<file path="src/rtl/store_buffer.sv">
// Store buffer: a circular FIFO of pending CPU stores that drains to data
// memory one word per cycle. Loads are forwarded from the newest matching
// entry. A load miss owns the memory port for its cycle and stalls the drain.
module store_buffer #(
  parameter int DEPTH = 4
) (
  input  logic                       clk,
  input  logic                       rst,
  input  logic                       st_valid,
  input  logic [31:0]                st_addr,
  input  logic [31:0]                st_data,
  output logic                       st_ready,
  input  logic                       ld_valid,
  input  logic [31:0]                ld_addr,
  output logic                       ld_hit,
  output logic [31:0]                ld_data,
  output logic [31:0]                dm_addr,
  output logic [31:0]                dm_wdata,
  output logic                       dm_write,
  output logic                       dm_read,
  input  logic [31:0]                dm_rdata,
  output logic                       empty,
  output logic [$clog2(DEPTH+1)-1:0] count
);

  localparam int PTR_W = $clog2(DEPTH);
  localparam int CNT_W = $clog2(DEPTH+1);

  typedef struct packed {
    logic [29:0] addr;
    logic [31:0] data;
  } entry_t;

  entry_t           r_mem [DEPTH];
  logic [PTR_W-1:0] r_head, r_tail;
  logic [CNT_W-1:0] r_count;

  logic             w_match;
  logic [31:0]      w_fwd;
  logic [PTR_W-1:0] w_idx;
  logic             w_hit, w_miss, w_drain, w_push;

  // Byte-offset bits of the addresses carry no meaning for word accesses.
  logic w_unused;
  assign w_unused = ^{st_addr[1:0], ld_addr[1:0]};

  // Walk entries oldest to newest so the newest match wins; validity is
  // derived from distance to head, so stale data past count is never seen.
  always_comb begin
    w_match = 1'b0;
    w_fwd   = '0;
    w_idx   = '0;
    for (int i = 0; i < DEPTH; i++) begin
      w_idx = r_head + PTR_W'(i);
      if ((CNT_W'(i) < r_count) && (r_mem[w_idx].addr == ld_addr[31:2])) begin
        w_match = 1'b1;
        w_fwd   = r_mem[w_idx].data;
      end
    end
  end

  // Arbitration: load miss first, drain otherwise; rst silences the port.
  always_comb begin
    st_ready = (r_count < CNT_W'(DEPTH));
    w_hit    = ld_valid & w_match;
    w_miss   = ld_valid & ~w_match & ~rst;
    w_drain  = (r_count != '0) & ~w_miss & ~rst;
    w_push   = st_valid & st_ready & ~rst;
    empty    = (r_count == '0);
    count    = r_count;
    ld_hit   = w_hit;
    ld_data  = w_hit ? w_fwd : dm_rdata;
    dm_read  = w_miss;
    dm_write = w_drain;
    dm_addr  = '0;
    dm_wdata = '0;
    if (w_miss) begin
      dm_addr = {ld_addr[31:2], 2'b00};
    end else if (w_drain) begin
      dm_addr  = {r_mem[r_head].addr, 2'b00};
      dm_wdata = r_mem[r_head].data;
    end
  end

  // Pointer and occupancy bookkeeping; reset discards every pending store.
  always_ff @(posedge clk or posedge rst) begin
    if (rst) begin
      r_head  <= '0;
      r_tail  <= '0;
      r_count <= '0;
    end else begin
      if (w_push)  r_tail <= r_tail + 1'b1;
      if (w_drain) r_head <= r_head + 1'b1;
      case ({w_push, w_drain})
        2'b10:   r_count <= r_count + 1'b1;
        2'b01:   r_count <= r_count - 1'b1;
        default: r_count <= r_count;
      endcase
    end
  end

  // Entry payload needs no reset: lookup and drain are gated by occupancy.
  always_ff @(posedge clk) begin
    if (w_push) r_mem[r_tail] <= '{addr: st_addr[31:2], data: st_data};
  end

endmodule
</file>
<file path="config.mk">
export PLATFORM = sky130hd
export DESIGN_NAME = store_buffer
export DESIGN_NICKNAME = d
export VERILOG_FILES = /design/src/rtl/store_buffer.sv
export SDC_FILE = /design/constraint.sdc
export NUM_CORES = 1
export LEC_CHECK = 0
export ABC_CLOCK_PERIOD_IN_PS = 11850
export BUFFER_PORTS_ARGS = -buffer_cell sky130_fd_sc_hd__buf_2
export CORE_MARGIN = 2
export CORE_UTILIZATION = 25
export CTS_CLUSTER_DIAMETER = 100
export DETAILED_ROUTE_END_ITERATION = 8
export PLACE_DENSITY_LB_ADDON = 0.25
export SLEW_MARGIN = 15
export SYNTH_ARGS = -nofsm -noshare
export SYNTH_HDL_FRONTEND = slang
export SYNTH_SLANG_ARGS = --single-unit
</file>
<file path="constraint.sdc">
create_clock -name clk -period 11.85 [get_ports clk]
set_clock_uncertainty 0.05 [all_clocks]
set_input_delay 0 -clock clk [delete_from_list [all_inputs] [get_ports clk]]
set_output_delay 0 -clock clk [all_outputs]
set_load 0.05 [all_outputs]
</file>
# Word level (Yosys, flattened, before mapping)
# Memory sizes are Yosys's and may differ from the RTL's.
# Index checks and enable logic that the tools add are counted.
totals:
  regBits: 7
  ram_bits: 248
  input_bits: 132
  n_memories: 1
mem_list:
  columns: ["memory", "words", "word_bits", "rd", "rd_ports_with_merged_regs", "wr", "line_no", "text"]
  rows:
  - ["r_mem", 4, 62, 4, 0, 1, "34", "entry_t r_mem [DEPTH];"]
op_classes:
  n_addsub: 6
  n_lt_le_gt_ge: 5
  n_eq_ne: 6
  mux: 16
  bitwise: 10
  n_reduce_logical: 7
ops:
  columns: ["cell", "n"]
  rows:
  - ["two-way mux 32 bit", 9]
  - ["== test 30 bit", 4]
  - ["AND 1 bit", 7]
  - ["< comparator 1 x 3 -> 1 bit, first input constant", 2]
  - ["< comparator 2 x 3 -> 1 bit, first input constant", 2]
  - ["two-way mux 1 bit", 6]
  - ["one-hot mux 3 bit (2 select lines)", 1]
  - ["adder 2 x 1 -> 2 bit, second input constant", 2]
  - ["adder 2 bit, second input constant", 2]
  - ["logical AND 1 bit", 4]
  - ["adder 3 x 1 -> 3 bit, second input constant", 1]
  - ["zero test 3 bit", 1]
  - ["< comparator 3 bit, second input constant", 1]
  - ["inverter 1 bit", 3]
  - ["nonzero test 3 bit", 1]
  - ["subtractor 3 x 1 -> 3 bit, second input constant", 1]
  - ["== test 2 x 1 -> 1 bit, second input constant", 1]
  - ["== test 2 bit, second input constant", 1]
  - ["nonzero test 2 bit", 1]

# Logic depth before layout (Yosys ltp)
# An unclocked memory read counts as a cell.
logic_depth:
  depth_word: 15
  mapped_depth: 21
  depth_no_buf: 14

# Worst setup path before layout
# No wires, ideal clock.
synth_path:
  path_type: "register -> output"
  start: "register r_head[1]"
  end: "output port dm_wdata[10]"
  arrival_time_ps: 4195
  t_required_ps: 11800
  path_slack_ps: 7605
  stages_incl_launch_ff: 16
  cell_sequence: "dfrtp_1 buf_6 buf_4 buf_4 mux2i_1 o2bb2ai_1 a2111oi_0 nand4_1 nor4_2 and2_1 buf_2 nor3_1 a21o_1 buf_6 buf_6 nor3b_1"
synth_via:
  elab_chain_cells: 15
synth_lines:
  columns: ["element", "line_no", "text"]
  rows:
  - ["start, declared", "35", "logic [PTR_W-1:0] r_head, r_tail;"]
  - ["start signal, assigned", "93", "if (w_drain) r_head <= r_head + 1'b1;"]
  - ["adder 2 x 1 -> 2 bit / memory read (4 x 62 bit) (equally long branches)", null, null]
  - ["memory read (4 x 62 bit) *", null, null]
  - ["== test 30 bit / logical AND 1 bit (equally long branches)", "55", "if ((CNT_W'(i) < r_count) && (r_mem[w_idx].addr == ld_addr[31:2])) begin"]
  - ["logical AND 1 bit / two-way mux 1 bit (equally long branches)", "55", null]
  - ["two-way mux 1 bit (3 in a row)", "55", null]
  - ["inverter 1 bit", "66", "w_miss = ld_valid & ~w_match & ~rst;"]
  - ["AND 1 bit (2 in a row)", "66", null]
  - ["inverter 1 bit", "67", "w_drain = (r_count != '0) & ~w_miss & ~rst;"]
  - ["AND 1 bit (2 in a row)", "67", null]
  - ["two-way mux 32 bit", "79", "end else if (w_drain) begin"]
  - ["two-way mux 32 bit *", "77", "if (w_miss) begin"]
  - ["end, declared", "18", "output logic [31:0] dm_wdata,"]
# Every way passes the cells marked *; elsewhere a longest branch is shown, timed or not.

# Final worst setup path
layout_path:
  start: "register r_head[1]"
  end: "output port dm_addr[5]"
layout_via:
  elab_chain_cells: 15
layout_lines:
  columns: ["element", "line_no", "text"]
  rows:
  - ["adder 2 x 1 -> 2 bit / memory read (4 x 62 bit) (equally long branches)", null, null]
  - ["memory read (4 x 62 bit) *", null, null]
  - ["== test 30 bit / logical AND 1 bit (equally long branches)", "55", null]
  - ["logical AND 1 bit / two-way mux 1 bit (equally long branches)", "55", null]
  - ["two-way mux 1 bit (3 in a row)", "55", null]
  - ["inverter 1 bit", "66", null]
  - ["AND 1 bit (2 in a row)", "66", null]
  - ["inverter 1 bit", "67", null]
  - ["AND 1 bit (2 in a row)", "67", null]
  - ["two-way mux 32 bit", "79", null]
  - ["two-way mux 32 bit *", "77", null]
  - ["end, declared", "17", "output logic [31:0] dm_addr,"]
# Marks and branches as above.

==> run_results.csv <==
group,metric,value,unit
run_status,status,"finished, final reports clean",
cts,cts_buffers,36,
timing,finalHoldViolCount,0,
logic_synthesis,yosysWarnings,0,
timing,layout_worst_path_cycle_share,63.6,%
detailed_routing,drt-vias-per-instance,5.54,
logic_synthesis,synth_flop_cell,"edfxtp_1",
detailed_routing,dr.first_iter.drc_count,1710,
cts,htreeDepth,2,
worst_setup_path,crit_arrival,7490,ps
worst_setup_path,criticalPathCategory,"flop to primary output",
die,initial_core_util,25.4,%
die,io_pins,236,
cts,cts_tree,"built",
timing,report.final.slew_viol_count,0,
worst_setup_path,cp.required,11800,ps
detailed_routing,via_count,16384,
timing,slew_headroom,24.4,%
global_routing,antenna_found_initial,9,
cts,clock-sinks,255,
cts,cts_root_buffer,"clkbuf_16",
detailed_routing,drcViolationCount,0,
power_and_ir_drop,vdd_drop_max,119,uV
place,preCtsSetupSlack,4840,ps
logic_synthesis,synth.most_common_cell,"edfxtp_1",
die,dieArea,78000,um^2
finish,fin_nets,2101,
place,io_buffer_count,229,
worst_setup_path,cp-start-kind,"flop",
logic_synthesis,synth_top_family_by_area,"multiplexers",
logic_synthesis,syn_area,18900,um^2
logic_synthesis,ys_top_cells_by_count,"edfxtp_1, nand2_1, mux2i_1",
finish,drive_above_1_share,22.7,%
logic_synthesis,synthMuxAreaShare,19.9,%
finish,area_growth,19.0,%
worst_setup_path,crit_path_max_fanout,55,
timing,whs,140,ps
logic_synthesis,synth_cell_types,79,
timing,tightest_slew,1130,ps
cts,clk_latency,560,ps
global_routing,grt_max_degree,96,
place,place_area,20700,um^2
detailed_routing,post_drt_wl_per_cell,25.2,um
die,rows,100,
timing,rsz0062_at_grt,"false",
timing,setup_viol,0,
power_and_ir_drop,leakage,8.01,nW
die,die_height,279,um
logic_synthesis,synth.avg_cell_area,10.6,um^2
logic_synthesis,synthSimpleGateAreaFrac,16.5,%
place,gp_congestion,0.927,
global_routing,grt_pass1_wl,108000,um
logic_synthesis,synth_edf_count,248,
logic_synthesis,synth_compound_area_share,12.2,%
die,coreArea,74700,um^2
global_routing,grt-ovfl-total,0,
timing,setup_slack,4310,ps
cts,cts_setup_buffers,0,
global_routing,grt_util_all_layers,18.6,%
cts,cts_max_path_buffers,3,
global_routing,grt_pass1_vias,16244,
logic_synthesis,synth_xor_area_share,4.86,%
die,dieWidth,279,um
timing,period_needed,7540,ps
power_and_ir_drop,power.density,211,nW/um^2
cts,cts_resized,0,
logic_synthesis,yosysTopAreaCellShare,39.3,%
place,hpwl,49500,um
logic_synthesis,synthArstFlopShare,2.75,%
cts,cts.clk_slew.worst_paths,50,ps
timing,final.setup.tns,0,ps
logic_synthesis,yosys.area_share.adder,0.594,%
detailed_routing,firstDrtPassIters,6,
detailed_routing,totalWireLength,74600,um
logic_synthesis,ys_seq_elements,255,
power_and_ir_drop,power,0.00476,W
worst_setup_path,endpoint_kind,"primary output",
finish,final_cell_area,22500,um^2
detailed_routing,ant_nets,0,
timing,fmax,133,MHz
logic_synthesis,synthTopCellsByArea,"edfxtp_1, mux2i_1, mux4_2",
run,maxCapViolations,0,
logic_synthesis,synthCells,1779,
logic_synthesis,seq_area_frac_synth,40.2,%
logic_synthesis,synth_top_area_cell,"edfxtp_1",
hold_path,hp-class,"primary input to flop",
==> final cells by class <==
cell class / instances / area [um^2]
repair buffers: 325 / 2040
well taps: 969 / 1210
multi-input cells: 1315 / 10300
flip-flops and latches: 255 / 7630
clock buffers: 39 / 912
clock inverters: 25 / 295
fillers: 7642 / 52200
diodes: 5 / 12.5
inverters: 27 / 104
==> critical path: stages (launching register included) <==
cell and delay [ps]:
dfrtp_4 1000, buf_4 750, mux2i_1 450, nor2_1 80, a2111oi_0 750, a41oi_4 190, buf_4 340, or3_2 540
buf_4 290, o22ai_1 290, nor3_1 110, a21o_2 240, buf_4 280, inv_2 670, a32o_1 460, buf_2 330
==> cell usage in the layout, fill, tap and decap left out, types with 40 or more instances in the layout <==
master	instances
nand4_1	80
xnor2_1	92
edfxtp_1	248
dlygate4sd3_1	65
mux2i_1	228
nand2_1	242
buf_2	229
mux4_2	54
nor4_1	40
nand3_1	71
==> path summary, 6_finish.rpt <==
kind                                           to                  start  cells after the start  slack, ps
max in group asynchronous   r_head[1]$_DFFE_PP0N_                    rst                      4      10950
max reg2reg                  count[2]$_DFFE_PP0P_  r_head[1]$_DFFE_PP0N_                     17       4800
max                                    dm_addr[5]  r_head[1]$_DFFE_PP0N_                     15       4310
min in group asynchronous    count[2]$_DFFE_PP0P_                    rst                      4        490
min reg2reg                  count[0]$_DFFE_PP0P_   count[0]$_DFFE_PP0P_                      1        590
min                        r_mem[0][24]$_DFFE_PP_            st_data[24]                      2        140
==> state kept, by name (all words and copies together), names as in the netlist <==
signal,cells
r_mem,248
r_head,2
count,3
r_tail,2
==> power by group <==
part	total, W	switching, W	leakage (nW)	internal [W]
combinational	0.00248	0.00159	5.10	0.000894
clock	0.00110	0.000426	0.588	0.000672
sequential	0.00118	0.000113	2.32	0.00107
==> through the flow <==
stage                     std cells  utilization, %
final                          2960            30.2
after CTS                      2955            30.1
after detailed placement       2826            27.7
after global placement         2826            27.7
after global routing           2957            30.2
after floorplan                1780               -
==> logic make-up after synthesis <==
group                    Yosys count
AO/OA/AOI/OAI                    291
XOR/XNOR                         105
adder cells (fa/ha/maj)            9
buffers and inverters            210
flip-flops                       255
multiplexers                     306
other                              1
AND/OR/NAND/NOR                  602
==> routing by layer <==
metal | share of wire, % | GRT usage [%]
met1 | 43 | 24.4
met2 | 47 | 30.8
met3 | 6.6 | 3.16
met4 | 2.9 | 6.11
met5 | 0.056 | 0
==> what timing repair did <==
| action | CTS | global route |
|---|---|---|
| hold endpoints to repair | 257 | 0 |
| hold buffers | 65 | 0 |
| endpoints found under the setup margin | 0 | 0 |
Power figures use the tool's default switching activity.
